<file path="src/rtl/lockin_pkg.sv">
// rtl/lockin_pkg.sv - shared defaults and elaboration-time sizing helper for the lock-in demodulator
package lockin_pkg;

    localparam int Q_IN_DEF  = 24;
    localparam int Q_REF_DEF = 16;
    localparam int N_DEF     = 8;
    localparam int M_DEF     = 16;
    localparam int Q_OUT_DEF = 64;

    // Minimum accumulator width; an illegal N yields an impossible width so the check trips.
    function automatic int acc_width(int q_in, int q_ref, int m, int n);
        if (n < 4 || (n % 4) != 0)
            return 1 << 30;
        return q_in + q_ref + $clog2(m * n);
    endfunction

endpackage

</file>
<file path="src/rtl/lockin_demodulador_if.sv">
// rtl/lockin_demodulador_if.sv - sample input / demodulated result bundle
interface lockin_demodulador_if
    import lockin_pkg::*;
#(
    parameter int Q_in  = Q_IN_DEF,
    parameter int Q_out = Q_OUT_DEF
) ();

    logic                    clear;
    logic signed [Q_in-1:0]  data_in;
    logic                    data_in_valid;
    logic signed [Q_out-1:0] data_out_fase;
    logic signed [Q_out-1:0] data_out_cuad;
    logic                    data_out_valid;

    modport master (
        output clear, data_in, data_in_valid,
        input  data_out_fase, data_out_cuad, data_out_valid
    );

    modport slave (
        input  clear, data_in, data_in_valid,
        output data_out_fase, data_out_cuad, data_out_valid
    );

endinterface

</file>
<file path="src/rtl/lockin_ref_rom.sv">
// rtl/lockin_ref_rom.sv - sine/cosine reference table, built at elaboration, registered read
module lockin_ref_rom
    import lockin_pkg::*;
#(
    parameter int N     = N_DEF,
    parameter int Q_ref = Q_REF_DEF,
    localparam int IW   = $clog2(N)
) (
    input  logic                    clk,
    input  logic                    reset,
    input  logic                    en,
    input  logic [IW-1:0]           index,
    output logic signed [Q_ref-1:0] sin_val,
    output logic signed [Q_ref-1:0] cos_val
);

    localparam real PI = 3.14159265358979323846;

    function automatic real taylor_sin(real x);
        real term;
        real sum;
        term = x;
        sum  = x;
        for (int k = 1; k < 14; k++) begin
            term = -term * x * x / ((2.0 * k) * (2.0 * k + 1.0));
            sum  = sum + term;
        end
        return sum;
    endfunction

    // Angle folded into [-pi, pi] so the series converges quickly; rounding is half away from zero.
    function automatic int table_at(int idx);
        real ang;
        real v;
        ang = 2.0 * PI * idx / N;
        if (ang > PI)
            ang = ang - 2.0 * PI;
        v = ((2.0 ** (Q_ref - 1)) - 1.0) * taylor_sin(ang);
        if (v >= 0.0)
            return $rtoi(v + 0.5);
        return -$rtoi(0.5 - v);
    endfunction

    logic signed [Q_ref-1:0] sin_tbl [N];
    logic signed [Q_ref-1:0] cos_tbl [N];

    for (genvar i = 0; i < N; i++) begin : g_tbl
        localparam int SIN_V = table_at(i);
        localparam int COS_V = table_at((i + N / 4) % N);
        assign sin_tbl[i] = Q_ref'(SIN_V);
        assign cos_tbl[i] = Q_ref'(COS_V);
    end

    always_ff @(posedge clk or posedge reset) begin
        if (reset) begin
            sin_val <= '0;
            cos_val <= '0;
        end else if (en) begin
            sin_val <= sin_tbl[index];
            cos_val <= cos_tbl[index];
        end
    end

endmodule

</file>
<file path="src/rtl/lockin_demodulador.sv">
// rtl/lockin_demodulador.sv - dual-phase lock-in demodulator, one result pair per M*N samples
module lockin_demodulador
    import lockin_pkg::*;
#(
    parameter int Q_in  = Q_IN_DEF,
    parameter int Q_ref = Q_REF_DEF,
    parameter int N     = N_DEF,
    parameter int M     = M_DEF,
    parameter int Q_out = Q_OUT_DEF
) (
    input logic                  clk,
    input logic                  reset,
    lockin_demodulador_if.slave  bus
);

    localparam int NW = $clog2(N);
    localparam int MW = (M > 1) ? $clog2(M) : 1;
    localparam int PW = Q_in + Q_ref;

    if (Q_out < acc_width(Q_in, Q_ref, M, N)) begin : g_bad_cfg
        $error("lockin_demodulador: Q_out too narrow for M*N window, or N not a multiple of 4 >= 4");
    end

    logic [NW-1:0] n;
    logic [MW-1:0] m;
    logic          accept;
    logic          wrap_n;
    logic          wrap_m;

    logic                   v0, first0, last0;
    logic signed [Q_in-1:0] x0;
    logic [NW-1:0]          idx0;

    logic                    v1, first1, last1;
    logic signed [Q_in-1:0]  x1;
    logic signed [Q_ref-1:0] sin1, cos1;

    logic                 v2, first2, last2;
    logic signed [PW-1:0] p_s, p_c;

    logic signed [Q_out-1:0] acc_f, acc_c;
    logic signed [Q_out-1:0] sum_f, sum_c;

    assign accept = bus.data_in_valid & ~bus.clear;
    assign wrap_n = (n == NW'(N - 1));
    assign wrap_m = (m == MW'(M - 1));

    lockin_ref_rom #(.N(N), .Q_ref(Q_ref)) u_rom (
        .clk     (clk),
        .reset   (reset),
        .en      (v0),
        .index   (idx0),
        .sin_val (sin1),
        .cos_val (cos1)
    );

    // First product of a window replaces the accumulator, so no separate flush cycle is needed.
    always_comb begin
        sum_f = first2 ? Q_out'(p_s) : acc_f + Q_out'(p_s);
        sum_c = first2 ? Q_out'(p_c) : acc_c + Q_out'(p_c);
    end

    always_ff @(posedge clk or posedge reset) begin
        if (reset) begin
            n              <= '0;
            m              <= '0;
            v0             <= 1'b0;
            first0         <= 1'b0;
            last0          <= 1'b0;
            x0             <= '0;
            idx0           <= '0;
            v1             <= 1'b0;
            first1         <= 1'b0;
            last1          <= 1'b0;
            x1             <= '0;
            v2             <= 1'b0;
            first2         <= 1'b0;
            last2          <= 1'b0;
            p_s            <= '0;
            p_c            <= '0;
            acc_f          <= '0;
            acc_c          <= '0;
            bus.data_out_fase  <= '0;
            bus.data_out_cuad  <= '0;
            bus.data_out_valid <= 1'b0;
        end else if (bus.clear) begin
            n              <= '0;
            m              <= '0;
            v0             <= 1'b0;
            v1             <= 1'b0;
            v2             <= 1'b0;
            acc_f          <= '0;
            acc_c          <= '0;
            bus.data_out_valid <= 1'b0;
        end else begin
            v0 <= accept;
            if (accept) begin
                x0     <= bus.data_in;
                idx0   <= n;
                first0 <= (n == '0) && (m == '0);
                last0  <= wrap_n && wrap_m;
                n      <= wrap_n ? '0 : n + NW'(1);
                if (wrap_n)
                    m <= wrap_m ? '0 : m + MW'(1);
            end

            v1 <= v0;
            if (v0) begin
                x1     <= x0;
                first1 <= first0;
                last1  <= last0;
            end

            v2 <= v1;
            if (v1) begin
                p_s    <= PW'(x1) * PW'(sin1);
                p_c    <= PW'(x1) * PW'(cos1);
                first2 <= first1;
                last2  <= last1;
            end

            bus.data_out_valid <= 1'b0;
            if (v2) begin
                if (last2) begin
                    bus.data_out_fase  <= sum_f;
                    bus.data_out_cuad  <= sum_c;
                    bus.data_out_valid <= 1'b1;
                    acc_f              <= '0;
                    acc_c              <= '0;
                end else begin
                    acc_f <= sum_f;
                    acc_c <= sum_c;
                end
            end
        end
    end

endmodule
</file>
<file path="src/flat_wrapper.sv">
// flat-port wrapper written by rule: the top's interface ports become plain ports
module lockin_demodulador_flat import lockin_pkg::*;
#(
    parameter int Q_in  = Q_IN_DEF,
    parameter int Q_ref = Q_REF_DEF,
    parameter int N     = N_DEF,
    parameter int M     = M_DEF,
    parameter int Q_out = Q_OUT_DEF
)
  (clk, reset, bus_clear, bus_data_in, bus_data_in_valid, bus_data_out_fase, bus_data_out_cuad, bus_data_out_valid);
  lockin_demodulador_if #(.Q_in(Q_in), .Q_out(Q_out)) bus_i ();
  input logic clk;
  input logic reset;
  input wire logic [$bits(bus_i.clear)-1:0] bus_clear;
  input wire logic [$bits(bus_i.data_in)-1:0] bus_data_in;
  input wire logic [$bits(bus_i.data_in_valid)-1:0] bus_data_in_valid;
  output wire logic [$bits(bus_i.data_out_fase)-1:0] bus_data_out_fase;
  output wire logic [$bits(bus_i.data_out_cuad)-1:0] bus_data_out_cuad;
  output wire logic [$bits(bus_i.data_out_valid)-1:0] bus_data_out_valid;
  assign bus_i.clear = bus_clear;
  assign bus_i.data_in = bus_data_in;
  assign bus_i.data_in_valid = bus_data_in_valid;
  assign bus_data_out_fase = bus_i.data_out_fase;
  assign bus_data_out_cuad = bus_i.data_out_cuad;
  assign bus_data_out_valid = bus_i.data_out_valid;
  lockin_demodulador #(.Q_in(Q_in), .Q_ref(Q_ref), .N(N), .M(M), .Q_out(Q_out)) u_core (.clk(clk), .reset(reset), .bus(bus_i));
endmodule
</file>
<file path="config.mk">
export PLATFORM = sky130hd
export DESIGN_NAME = lockin_demodulador_flat
export DESIGN_NICKNAME = d
export VERILOG_FILES = /design/src/rtl/lockin_pkg.sv /design/src/rtl/lockin_demodulador_if.sv /design/src/rtl/lockin_ref_rom.sv /design/src/rtl/lockin_demodulador.sv /design/src/flat_wrapper.sv
export SDC_FILE = /design/constraint.sdc
export NUM_CORES = 2
export LEC_CHECK = 0
export BUFFER_PORTS_ARGS = -buffer_cell sky130_fd_sc_hd__buf_2
export CAP_MARGIN = 10
export CORE_UTILIZATION = 55
export CTS_BUF_LIST = sky130_fd_sc_hd__clkbuf_8
export DETAILED_ROUTE_END_ITERATION = 6
export PLACE_DENSITY = 0.72
export SYNTH_ARGS = -nofsm -noshare
export SYNTH_HDL_FRONTEND = slang
export SYNTH_SLANG_ARGS = --single-unit
</file>
<file path="constraint.sdc">
create_clock -name clk -period 15.4 [get_ports clk]
set_input_delay 1.54 -clock clk [delete_from_list [all_inputs] [get_ports clk]]
set_output_delay 1.54 -clock clk [all_outputs]
set_load 0.05 [all_outputs]
</file>
==> metrics.txt <==
Initial Util 0.555; top cell family by delay on the critical path adder cells; worst min-delay path endpoint u_core.bus.data_out_cuad[11]$_DFFE_PP0P_; count of different cell masters after synthesis 70; fmax 126 MHz; vias in the first global route approximately 36000; clock sink count roughly 410; data required time of the worst path between 15 and 20 ns; most repeated cell in the gate-level netlist after synthesis sky130_fd_sc_hd__inv_1; most used flip-flop cell after synthesis sky130_fd_sc_hd__dfrtp_1; endpoint type of the worst setup path flop; Max stage delay cell, worst path sky130_fd_sc_hd__dfrtp_1; number of nets in the synthesized netlist approximately 6000; overall global routing resource usage 0.279; Final Hold Violating Endpoints 0; gp weighted congestion about 0.94; cell repeated most along the worst path sky130_fd_sc_hd__fa_1; antenna viol nets, final 0; clock tree from TritonCTS built; cell area after synthesis approximately 47000 µm²; sum of routed wire length over all layers 116000 µm; list of most frequent post-synthesis cells sky130_fd_sc_hd__inv_1, sky130_fd_sc_hd__fa_1, sky130_fd_sc_hd__nand2_1; worst min path class reg -> reg; Placed Instances 6161; Post-Syn Area per Cell about 9.4 µm²; Setup crit start kind flop; Avg WL per Cell ~18 µm; Worst Max-Slew Pin Slew roughly 1.2 ns; overall via count from detail_route between 30000 and 40000; worst-case reg-to-reg path depth 25; floorplan die area between 80000 and 90000 µm²; max_cap viols 0; Inserted Clock Buffers 74; global-route wire length before repair around 190000 µm; reg2reg setup slack 7.45 ns; async set or reset register ratio after synthesis 1.00; Vert. Die Dim a little under 300 µm; io pins 157; Final setup violation count 0; synthesis-to-finish area growth 6.99%; maximum number of pins on one net before global-route repair between 200 and 250; multi-input gate area in the final layout between 30000 and 40000 µm²; number of buffers on the longest clock path 3; GR peak layer met2; class of the most critical setup path reg -> reg; cell count after synthesis around 5000; met3 capacity usage during global routing 0.0351; global-route congestion overflow total 0; Final Critical Period 7.95 ns; endpoint of the most critical register-to-register path u_core.p_c[39]$_DFFE_PP0P_; total non-filler cell area in the finished layout about 50000 µm²; Max Transition Viols Final 0; setup repair bufs after CTS 0; fraction of layout cells with a size suffix above 1 0.0739; count of hold-fix buffers inserted at cts 0; length of the first detailed-routing pass in iterations 6; fill cell instance count of the final layout 7480; largest fanout of any net on the critical path 26; hold path startpoint u_core.bus.data_out_cuad[11]$_DFFE_PP0P_; met2 usage 0.445; main area contributors after synthesis sky130_fd_sc_hd__fa_1, sky130_fd_sc_hd__dfrtp_1, sky130_fd_sc_hd__ha_1; number of gates resized after cts 0; Finished Core Util 0.594; routed vias/inst roughly 5.5; CP Buf/Inv Count 5; met1 Track Usage GR 0.399; result of the run complete, no violations; initial antenna violation count 3; critical register-to-register path startpoint u_core.u_rom.cos_val[13]$_DFFE_PP0P_; clock input transition at the sequential cells of the worst setup and hold paths approximately 0.06 ns; fraction of post-synthesis cell area in the top cell type by area 0.299; library cell occupying the most area in the post-synthesis netlist sky130_fd_sc_hd__fa_1; sequential fraction of the synthesis area 0.220; count of synthesis-stage warnings from yosys 0; drt drc 0; largest stage delay on the critical path around 0.96 ns; number of flops mapped to enable cells by yosys 0; final setup TNS 0 ns; sequential cell area in the final layout about 10000 µm²; Total Nets Final a little over 6000; worst skew pair latency 0.72 ns; row count 107; remaining max-slew budget at the tightest pin 0.216; CTS Root Buffer Type sky130_fd_sc_hd__clkbuf_8; Hold Path Cell Cnt 2; setup repair after global routing missed its margin no; critical path arrival around 8.5 ns; post-detailed-placement cell area 48900 µm²; post-route fraction of the period consumed by the critical path 0.516; Fin Clk Skew approximately 0.054 ns; Synth Register Bits between 400 and 500; 1st-iter DRT viols between 2000 and 2500; die outline width 295 µm; non-filler cells, final 6294; core area 85000 µm²; number of H-tree levels 3; HPWL after detailed placement between 90000 and 100000 µm; count of input and output buffers 156
-- tightest hold or removal path: stages (launching register included) --
cell and delay (ns):
sky130_fd_sc_hd__dfrtp_1 0.33, sky130_fd_sc_hd__nand2_1 0.04, sky130_fd_sc_hd__o21ai_0 0.06
-- area by class of cell --
| type | instances | share of cell area |
|---|---|---|
| multi-input cells | 3557 | 0.652 |
| clock buffers | 89 | 0.0243 |
| repair buffers | 186 | 0.0202 |
| diodes | 6 | 0.000297 |
| flip-flops and latches | 414 | 0.205 |
| inverters | 860 | 0.0641 |
| well taps | 1144 | 0.0284 |
| clock inverters | 38 | 0.00578 |
-- layer usage --
layer,up-vias,wire length [µm]
li1,16400,-
met1,17400,52200
met2,946,54300
met3,183,6710
met4,0,2800
met5,-,0
-- cell usage in the layout, fill, tap and decap left out, types with 149 or more instances in the layout --
cell and n:
sky130_fd_sc_hd__xnor2_1 149, sky130_fd_sc_hd__dfrtp_1 413, sky130_fd_sc_hd__nor2_1 231, sky130_fd_sc_hd__a21oi_1 257, sky130_fd_sc_hd__buf_2 156, sky130_fd_sc_hd__ha_1 357, sky130_fd_sc_hd__inv_1 876, sky130_fd_sc_hd__o21ai_0 404
sky130_fd_sc_hd__fa_1 704, sky130_fd_sc_hd__nand2_1 604
-- per-stage QoR --
step / hold WS [ns] / setup WS (ns)
after floorplan: 0.435 / 2.34
after global placement: 0.459 / 7.76
after detailed placement: 0.463 / 7.57
after CTS: 0.477 / 7.51
after global routing: 0.497 / 6.97
final: 0.473 / 7.45
-- cell families after synthesis --
kind of cell / share of synthesized area
AOI/OAI and AO/OA: 0.138
DFF: 0.220
muxes: 0.0168
xor gates and xnor gates: 0.0434
adders and majority gates: 0.393
buffers and inverters: 0.0839
and+or+nand+nor: 0.105
-- flip-flops by register name (all words and copies together), names as in the netlist, 3 cells and up --
name / flops
u_core.acc_c: 64
u_core.acc_f: 64
u_core.bus.data_out_cuad: 64
u_core.bus.data_out_fase: 64
u_core.p_c: 40
u_core.p_s: 40
u_core.x0: 24
u_core.x1: 24
u_core.u_rom.cos_val: 5
u_core.u_rom.sin_val: 5
u_core.m: 4
u_core.idx0: 3
u_core.n: 3
-- worst max path at each step --
| stage | from | endpoint | cells after the start |
|---|---|---|---|
| 3_5_place_dp | u_core.u_rom.cos_val[13]$_DFFE_PP0P_ | u_core.p_c[39]$_DFFE_PP0P_ | 25 |
| 4_1_cts | u_core.u_rom.cos_val[13]$_DFFE_PP0P_ | u_core.p_c[39]$_DFFE_PP0P_ | 25 |
| 6_report | u_core.u_rom.cos_val[13]$_DFFE_PP0P_ | u_core.p_c[39]$_DFFE_PP0P_ | 25 |
| 5_1_grt | u_core.u_rom.sin_val[13]$_DFFE_PP0P_ | u_core.p_s[37]$_DFFE_PP0P_ | 23 |
| 2_1_floorplan | reset | u_core.acc_c[0]$_DFFE_PP0P_ | 1 |
| 3_3_place_gp | u_core.u_rom.sin_val[13]$_DFFE_PP0P_ | u_core.p_s[36]$_DFFE_PP0P_ | 24 |
Power is left out: the tool's default activity adds up to more than one toggle a clock period on the data nets, which glitch-free logic cannot reach.
